==> src/rtl/uart_pkg.sv <==
// Shared UART definitions: receiver FSM states, word geometry and default oversample rate.
package uart_pkg;
  typedef enum logic [2:0] {IDLE, START, DATA, PARITY, STOP, BREAK} state_t;
  localparam int DATA_BITS      = 8;
  localparam int WORD_W         = 9;
  localparam int OVERSAMPLE_DEF = 16;
endpackage

==> src/rtl/uart_rx_sampler.sv <==
// rx synchronizer and bit-decision filter. With UART_RX_MAJORITY_EN the decision is a
// 2-of-3 vote over the last three baud ticks; otherwise it is the synchronized level itself.
module uart_rx_sampler (
  input  logic clk,
  input  logic reset,
`ifdef UART_RX_MAJORITY_EN
  input  logic baud_tick,
`endif
  input  logic rx,
  output logic rx_s,
  output logic bit_val
);
  logic rx_m;

  // Idle-high reset keeps a reset release from looking like a start edge
  always_ff @(posedge clk) begin
    if (reset) begin
      rx_m <= 1'b1;
      rx_s <= 1'b1;
    end else begin
      rx_m <= rx;
      rx_s <= rx_m;
    end
  end

`ifdef UART_RX_MAJORITY_EN
  logic [1:0] hist;

  always_ff @(posedge clk) begin
    if (reset)          hist <= 2'b11;
    else if (baud_tick) hist <= {hist[0], rx_s};
  end

  assign bit_val = (hist[1] & hist[0]) | (hist[1] & rx_s) | (hist[0] & rx_s);
`else
  assign bit_val = rx_s;
`endif
endmodule

==> src/rtl/uart_rx_deframer.sv <==
// UART receive deframer: start/8 data/parity/stop, writes {parity, data} to the RX FIFO.
// Optional majority voting of bit samples is enabled by UART_RX_MAJORITY_EN.
module uart_rx_deframer
  import uart_pkg::*;
#(
  parameter int OVERSAMPLE = OVERSAMPLE_DEF,
  parameter bit PARITY_ODD = 1'b0
) (
  input  logic              clk,
  input  logic              reset,
  input  logic              baud_tick,
  input  logic              rx,
  input  logic              fifo_full,
  output logic              fifo_wr_en,
  output logic [WORD_W-1:0] fifo_din,
  output logic              parity_err,
  output logic              frame_err,
  output logic              overrun_err,
  output logic              busy
);
  localparam int CW = $clog2(OVERSAMPLE);
  localparam logic [CW-1:0] HALF = CW'(OVERSAMPLE/2 - 1);
  localparam logic [CW-1:0] FULL = CW'(OVERSAMPLE - 1);

  state_t                 state, state_n;
  logic [CW-1:0]          cnt, cnt_n;
  logic [2:0]             bit_idx, bit_idx_n;
  logic [DATA_BITS-1:0]   data, data_n;
  logic                   par, par_n;
  logic [WORD_W-1:0]      din_n;
  logic                   frame_ok, frame_ok_n, pe_n, fe_n;
  logic                   rx_s, bit_val;

  uart_rx_sampler u_sampler (
    .clk       (clk),
    .reset     (reset),
`ifdef UART_RX_MAJORITY_EN
    .baud_tick (baud_tick),
`endif
    .rx        (rx),
    .rx_s      (rx_s),
    .bit_val   (bit_val)
  );

  always_ff @(posedge clk) begin
    if (reset) begin
      state      <= IDLE;
      cnt        <= '0;
      bit_idx    <= '0;
      data       <= '0;
      par        <= 1'b0;
      fifo_din   <= '0;
      frame_ok   <= 1'b0;
      parity_err <= 1'b0;
      frame_err  <= 1'b0;
    end else begin
      state      <= state_n;
      cnt        <= cnt_n;
      bit_idx    <= bit_idx_n;
      data       <= data_n;
      par        <= par_n;
      fifo_din   <= din_n;
      frame_ok   <= frame_ok_n;
      parity_err <= pe_n;
      frame_err  <= fe_n;
    end
  end

  always_comb begin
    state_n    = state;
    cnt_n      = cnt;
    bit_idx_n  = bit_idx;
    data_n     = data;
    par_n      = par;
    din_n      = fifo_din;
    frame_ok_n = 1'b0;
    pe_n       = 1'b0;
    fe_n       = 1'b0;
    if (baud_tick) begin
      case (state)
        IDLE: if (!rx_s) begin
          state_n = START;
          cnt_n   = '0;
        end
        START: if (cnt == HALF) begin
          cnt_n     = '0;
          bit_idx_n = '0;
          state_n   = bit_val ? IDLE : DATA;
        end else cnt_n = cnt + 1'b1;
        DATA: if (cnt == FULL) begin
          cnt_n           = '0;
          data_n[bit_idx] = bit_val;
          if (bit_idx == 3'd7) state_n = PARITY;
          else                 bit_idx_n = bit_idx + 3'd1;
        end else cnt_n = cnt + 1'b1;
        PARITY: if (cnt == FULL) begin
          cnt_n   = '0;
          par_n   = bit_val;
          state_n = STOP;
        end else cnt_n = cnt + 1'b1;
        STOP: if (cnt == FULL) begin
          cnt_n = '0;
          if (bit_val) begin
            din_n      = {par, data};
            frame_ok_n = 1'b1;
            pe_n       = par ^ (^data) ^ PARITY_ODD;
            state_n    = IDLE;
          end else begin
            fe_n    = 1'b1;
            state_n = BREAK;
          end
        end else cnt_n = cnt + 1'b1;
        BREAK: if (rx_s) state_n = IDLE;
        default: state_n = IDLE;
      endcase
    end
  end

  // fifo_full is judged in the cycle the write is presented, not at the stop sample
  assign fifo_wr_en  = frame_ok & ~fifo_full;
  assign overrun_err = frame_ok & fifo_full;
  assign busy        = (state != IDLE);
endmodule

==> config.mk <==
export PLATFORM = sky130hd
export DESIGN_NAME = uart_rx_deframer
export DESIGN_NICKNAME = d
export VERILOG_FILES = /design/src/rtl/uart_pkg.sv /design/src/rtl/uart_rx_sampler.sv /design/src/rtl/uart_rx_deframer.sv
export SDC_FILE = /design/constraint.sdc
export NUM_CORES = 1
export LEC_CHECK = 0
export ABC_AREA = 1
export ABC_CLOCK_PERIOD_IN_PS = 1800
export CAP_MARGIN = 20
export CORE_UTILIZATION = 58
export CTS_BUF_LIST = sky130_fd_sc_hd__clkbuf_4
export DETAILED_ROUTE_END_ITERATION = 10
export GPL_ROUTABILITY_DRIVEN = 0
export GPL_TIMING_DRIVEN = 0
export PLACE_DENSITY = 0.82
export RECOVER_POWER = 50
export SLEW_MARGIN = 20
export SYNTH_ARGS = -nofsm -noshare
export SYNTH_HDL_FRONTEND = slang
export SYNTH_HIERARCHICAL = 1
export SYNTH_SLANG_ARGS = --single-unit
==> constraint.sdc <==
create_clock -name clk -period 1.8 [get_ports clk]
set_input_delay 0.36 -clock clk [delete_from_list [all_inputs] [get_ports clk]]
set_output_delay 0.36 -clock clk [all_outputs]
set_load 0.005 [all_outputs]
---- Word level (Yosys, flattened, before mapping) ----
Cells that the tools add are included.
operators by class
  bitwise logic cells ..................... 8
  equal/unequal tests ..................... 16
  order comparisons ....................... 2
  reductions and logical operators ........ 15
  muxes and demuxes ....................... 23
  $add $sub $neg .......................... 2
operator list
  kind                                                        count
  2-to-1 mux 3 bit                                            11
  one-hot mux 3 bit (6 select lines)                          1
  inequality test 2 bit, second input constant                7
  2-to-1 mux 4 bit                                            3
  one-hot mux 4 bit (3 select lines)                          1
  == test 3 bit, second input constant                        3
  AND reduction 3 bit                                         3
  bitwise mux 8 bit                                           1
  AND reduction 8 bit                                         1
  XOR reduction 8 bit                                         1
  == test 3 x 2 -> 1 bit, second input constant               2
  one-hot mux 3 bit (2 select lines)                          1
  nonzero test 3 bit                                          2
  NOT 1 bit                                                   5
  AND reduction 5 bit                                         1
  OR reduction 5 bit                                          1
  adder 4 x 1 -> 4 bit, second input constant                 1
  == test 4 x 3 -> 1 bit, second input constant               1
  == test 4 bit, second input constant                        1
  less-than comparator 3 x 4 -> 1 bit, second input constant  1
  AND reduction 4 bit                                         1
  OR reduction 4 bit                                          1
  adder 3 x 1 -> 3 bit, second input constant                 1
  demux 1 bit (select 3 bit)                                  1
  11 further kinds                                            14
storage, ports and cells
  register bits ........................... 33
  input bits .............................. 5
  word-level logic and storage cells ...... 77
  output and inout bits ................... 14

---- Longest topological paths before layout ----
  word-level depth ........................ 5
  mapped depth ............................ 10
  mapped depth without buffers ............ 10

---- Modules after synthesis ----
Netlist, hierarchy kept.
modules (own cells, without submodules)
  module            times used  cells an instance  area an instance (um^2)  sequential area each (um^2)
  uart_rx_deframer  1           244                1665.3                   620.6
  uart_rx_sampler   1           8                  66.3                     40.0

---- Worst setup path before layout ----
OpenSTA, ideal clock, no wires.
  path kind ............................... flip-flop to flip-flop
  from .................................... register cnt[0]
  to ...................................... register parity_err
  setup time .............................. 0.066 ns
  data required time ...................... 1.734 ns
  slack ................................... 0.484 ns
  stages on the path, launching flop included .. 9
  arrival time ............................ 1.250 ns
  period minus slack after synthesis ...... 1.316 ns
  buffers on the path ..................... 1
  cell sequence ........................... dfxtp_1 ha_1 nand2_1 nor2_2 nand2_2 nor3_4 buf_6 nand2_2 a21oi_2
between the ends
  longest elaborated chain between the ends .. 3
RTL lines
  what                          line                     RTL
  from (decl)                   uart_rx_deframer.sv:26   logic [CW-1:0] cnt, cnt_n;
  from (signal assigned)        uart_rx_deframer.sv:58   cnt <= cnt_n;
  == test 4 bit                 uart_rx_deframer.sv:101  STOP: if (cnt == FULL) begin
  NOT 1 bit (no line)           -
  OR reduction 5 bit (no line)  -
  to (signal assigned)          uart_rx_deframer.sv:64   parity_err <= pe_n;
  to (decl)                     uart_rx_deframer.sv:16   output logic parity_err,
Every way passes these cells.
A chain may end at the register's enable or synchronous reset.

---- Final worst setup path ----
  from .................................... input port fifo_full
  to ...................................... output port fifo_wr_en
between the ends
  longest elaborated chain between the ends .. 2
RTL lines
  what               line                     RTL
  from (decl)        uart_rx_deframer.sv:13   input logic fifo_full,
  NOT 1 bit          uart_rx_deframer.sv:120  assign fifo_wr_en = frame_ok & ~fifo_full;
  bitwise AND 1 bit  uart_rx_deframer.sv:120
  to (decl)          uart_rx_deframer.sv:14   output logic fifo_wr_en,
Every way passes these cells.

==> results.ini <==
[clocking]
clock_latency_ns = 0.33
cts_tree = yes
cts_root_buffer = clkbuf_4
ctsLongestPathBuffers = 2
post_cts_buffers = 0
clkTransAtPathRegs_ns = 0.10
htree_levels = 2
cts_buffers = 5
hold_buffers = 0
cts.sinks = 33

[cells_and_area]
utilization_pct = 71.7
multi_input_area_um2 = 875
area_growth_pct = 15.1
final_area_um2 = 1990
final_layout_size_suffix_gt1_share_pct = 13.3
fin_nets = 285
regArea_um2 = 667
nFillCells = 235
antennaDiodeCount = 0

[critical_path]
setup.worst_path.end_class = output port
critical_path_buf_inv_count = 2
critical_path_class = in2out
startpoint_type = input pin
critPathSlowestCell = clkdlybuf4s50_1
cp.required_ns = 1.44
path_cells = clkdlybuf4s50_1 -> nor2_1 -> clkdlybuf4s50_1
critPathTopFamily = buffers and inverters
cp.arrival_ns = 1.38
crit_path_frequent_cell = clkdlybuf4s50_1
cp_max_fo = 2
max_stage_delay_ns = 0.50

[floorplan]
dieArea_um2 = 3210
die_w_um = 56.6
io_pins = 19
core_um2 = 2780
num_rows = 19
start_util_pct = 62.3
dieHeight_um = 56.6

[hold_path]
hold_class = reg2reg

[route]
routed_wl_um = 3380
vias = 1582
drtPass1Iterations = 4
wire_per_inst_um = 10.9
drt-initial-drc-count = 47
drc_errors = 0
drtAntennaViolNets = 0
vias_per_cell = 5.12

[synthesis]
ys_seq_elements = 33
avgSynthCellArea_um2 = 6.87
yosysTopAreaCell = dfxtp_1
synth_area_um2 = 1730
yosysUniqueCellTypes = 27
async_flop_share_pct = 0
synth.most_common_cell = nand2_1
synth_nets = 260
synth_edf_count = 0
yosys-top-cells-count = nand2_1 (47), nor2_1 (44), dfxtp_1 (33)
ys.flop_type = dfxtp_1
synthDominantCellAreaShare_pct = 38.2
yosysSeqAreaShare_pct = 38.2
ys_top_cells_by_area = dfxtp_1 (38%), nand2_1 (10%), nor2_1 (9.5%)
synth_cells = 252
synth_warnings = 6

[placement]
dp_slack_ns = -0.0789
dpl.hpwl_um = 2540
port_buffers = 18
dpl_cell_area_um2 = 1950

[global_routing]
antenna_found_initial = 0
grt_use_total_pct = 23.2
grt_max_degree = 12
grt_pass1_wl_um = 5870
grt_pass1_vias = 1412
grt_overflow = 0

[pwr]
power.density_nw_per_um2 = 952
max-vdd-ir-drop_uv = 837
total_power_mw = 1.90
leakagePower_nw = 0.986

[sta]
drv_slew = 0
hold_viol_final = 0
finalSetupViolations = 0
tightest_slew_ns = 0.452
min_period_over_period_pct = 96.8
fmax_mhz = 574
worst_slack_ns = 0.0573
slew_headroom_pct = 69.9
fin_worst_skew_ns = 0.00743
period_minus_slack_ns = 1.74
rsz0062_at_grt = false

[run]
drv_cap = 0

[run_status]
status = finished clean

## report_power, final
part | internal [mW] | switching, mW | leakage, nW | total, mW
Clock | 0.147 | 0.256 | 0.0310 | 0.403
Combinational | 0.216 | 0.405 | 0.686 | 0.621
Sequential | 0.792 | 0.0814 | 0.269 | 0.873
Total | 1.16 | 0.742 | 0.986 | 1.90
## final timing paths
kind                             startpoint                      endpoint  slack, ns  cells past startpoint
setup / recovery                  fifo_full                    fifo_wr_en       0.06                      3
hold / removal    u_sampler/rx_m$_SDFF_PP1_  u_sampler/bit_val$_SDFF_PP1_       0.41                      2
setup reg to reg        cnt[0]$_SDFFE_PP0P_      fifo_din[2]$_SDFFE_PP0P_       0.16                      8
hold reg to reg   u_sampler/rx_m$_SDFF_PP1_  u_sampler/bit_val$_SDFF_PP1_       0.41                      2
## metal layers
metal	up-vias	GRT usage (%)	part of all wire, %
li1	850	-	-
met1	700	30.0	49
met2	28	37.3	46
met3	4	6.22	3.6
met4	0	8.01	0.98
met5	-	0	0
## tightest hold or removal path, stage by stage (launching register included)
cell and delay (ns):
dfxtp_1 0.32, inv_1 0.03, nand2_1 0.04
## sequential cells by signal (all words and copies together), names as in the netlist
signal,flops
bit_idx,3
cnt,4
data,8
fifo_din,9
frame_err,1
frame_ok,1
par,1
parity_err,1
state,3
u_sampler/bit_val,1
u_sampler/rx_m,1
## final cells by class
cell class | instances | area share (%)
Buffer | 7 | 2.01
Timing Repair Buffer | 18 | 9.17
Clock buffer | 5 | 1.88
Sequential cell | 33 | 33.5
Clock inverter | 3 | 0.879
Multi-Input combinational cell | 176 | 43.9
Tap cell | 31 | 1.95
Inverter | 36 | 6.78
## stage by stage
step | std cells | hold slack [ns] | TNS (ns)
after floorplan | 252 | 0.380 | 0
after global placement | 301 | 0.385 | -0.919
after detailed placement | 301 | 0.394 | -1.00
after CTS | 309 | 0.419 | 0
after global routing | 309 | 0.450 | 0
final | 309 | 0.413 | 0
## placed cells by master, fill, tap and decap left out, types with 2 or more instances in the layout
cell type        instances
nor2_2                   5
dlygate4sd3_1            9
dfxtp_2                  2
clkdlybuf4s50_1          8
nor2_4                   2
nor2_1                  46
o21ai_0                  5
xnor2_1                  2
a21oi_1                 13
nand2_2                  2
clkinv_2                 2
clkbuf_2                 2
nand3_2                  3
nand3_1                 17
inv_2                    7
clkbuf_1                 3
o21ai_1                 13
nand4_1                  8
clkbuf_4                 5
inv_1                   29
nand2_1                 49
xor2_1                   4
ha_1                     3
dfxtp_1                 30
## logic make-up (layout without fill, tap and decap cells)
group / after synthesis / in the layout / share of synthesized area [%]
flops: 33 / 33 / 38.2
fa+ha+maj: 3 / 3 / 2.17
simple gates: 135 / 135 / 36.4
compound gates: 32 / 32 / 10.1
xor+xnor: 6 / 6 / 3.03
buf+inv: 43 / 69 / 10.1
## timing repair
item	4_1_cts	5_1_grt
endpoints found under the setup margin	1	3
pin swaps	0	1
gates resized for setup	3	2
No activity file was read; power rests on OpenSTA's default activity.
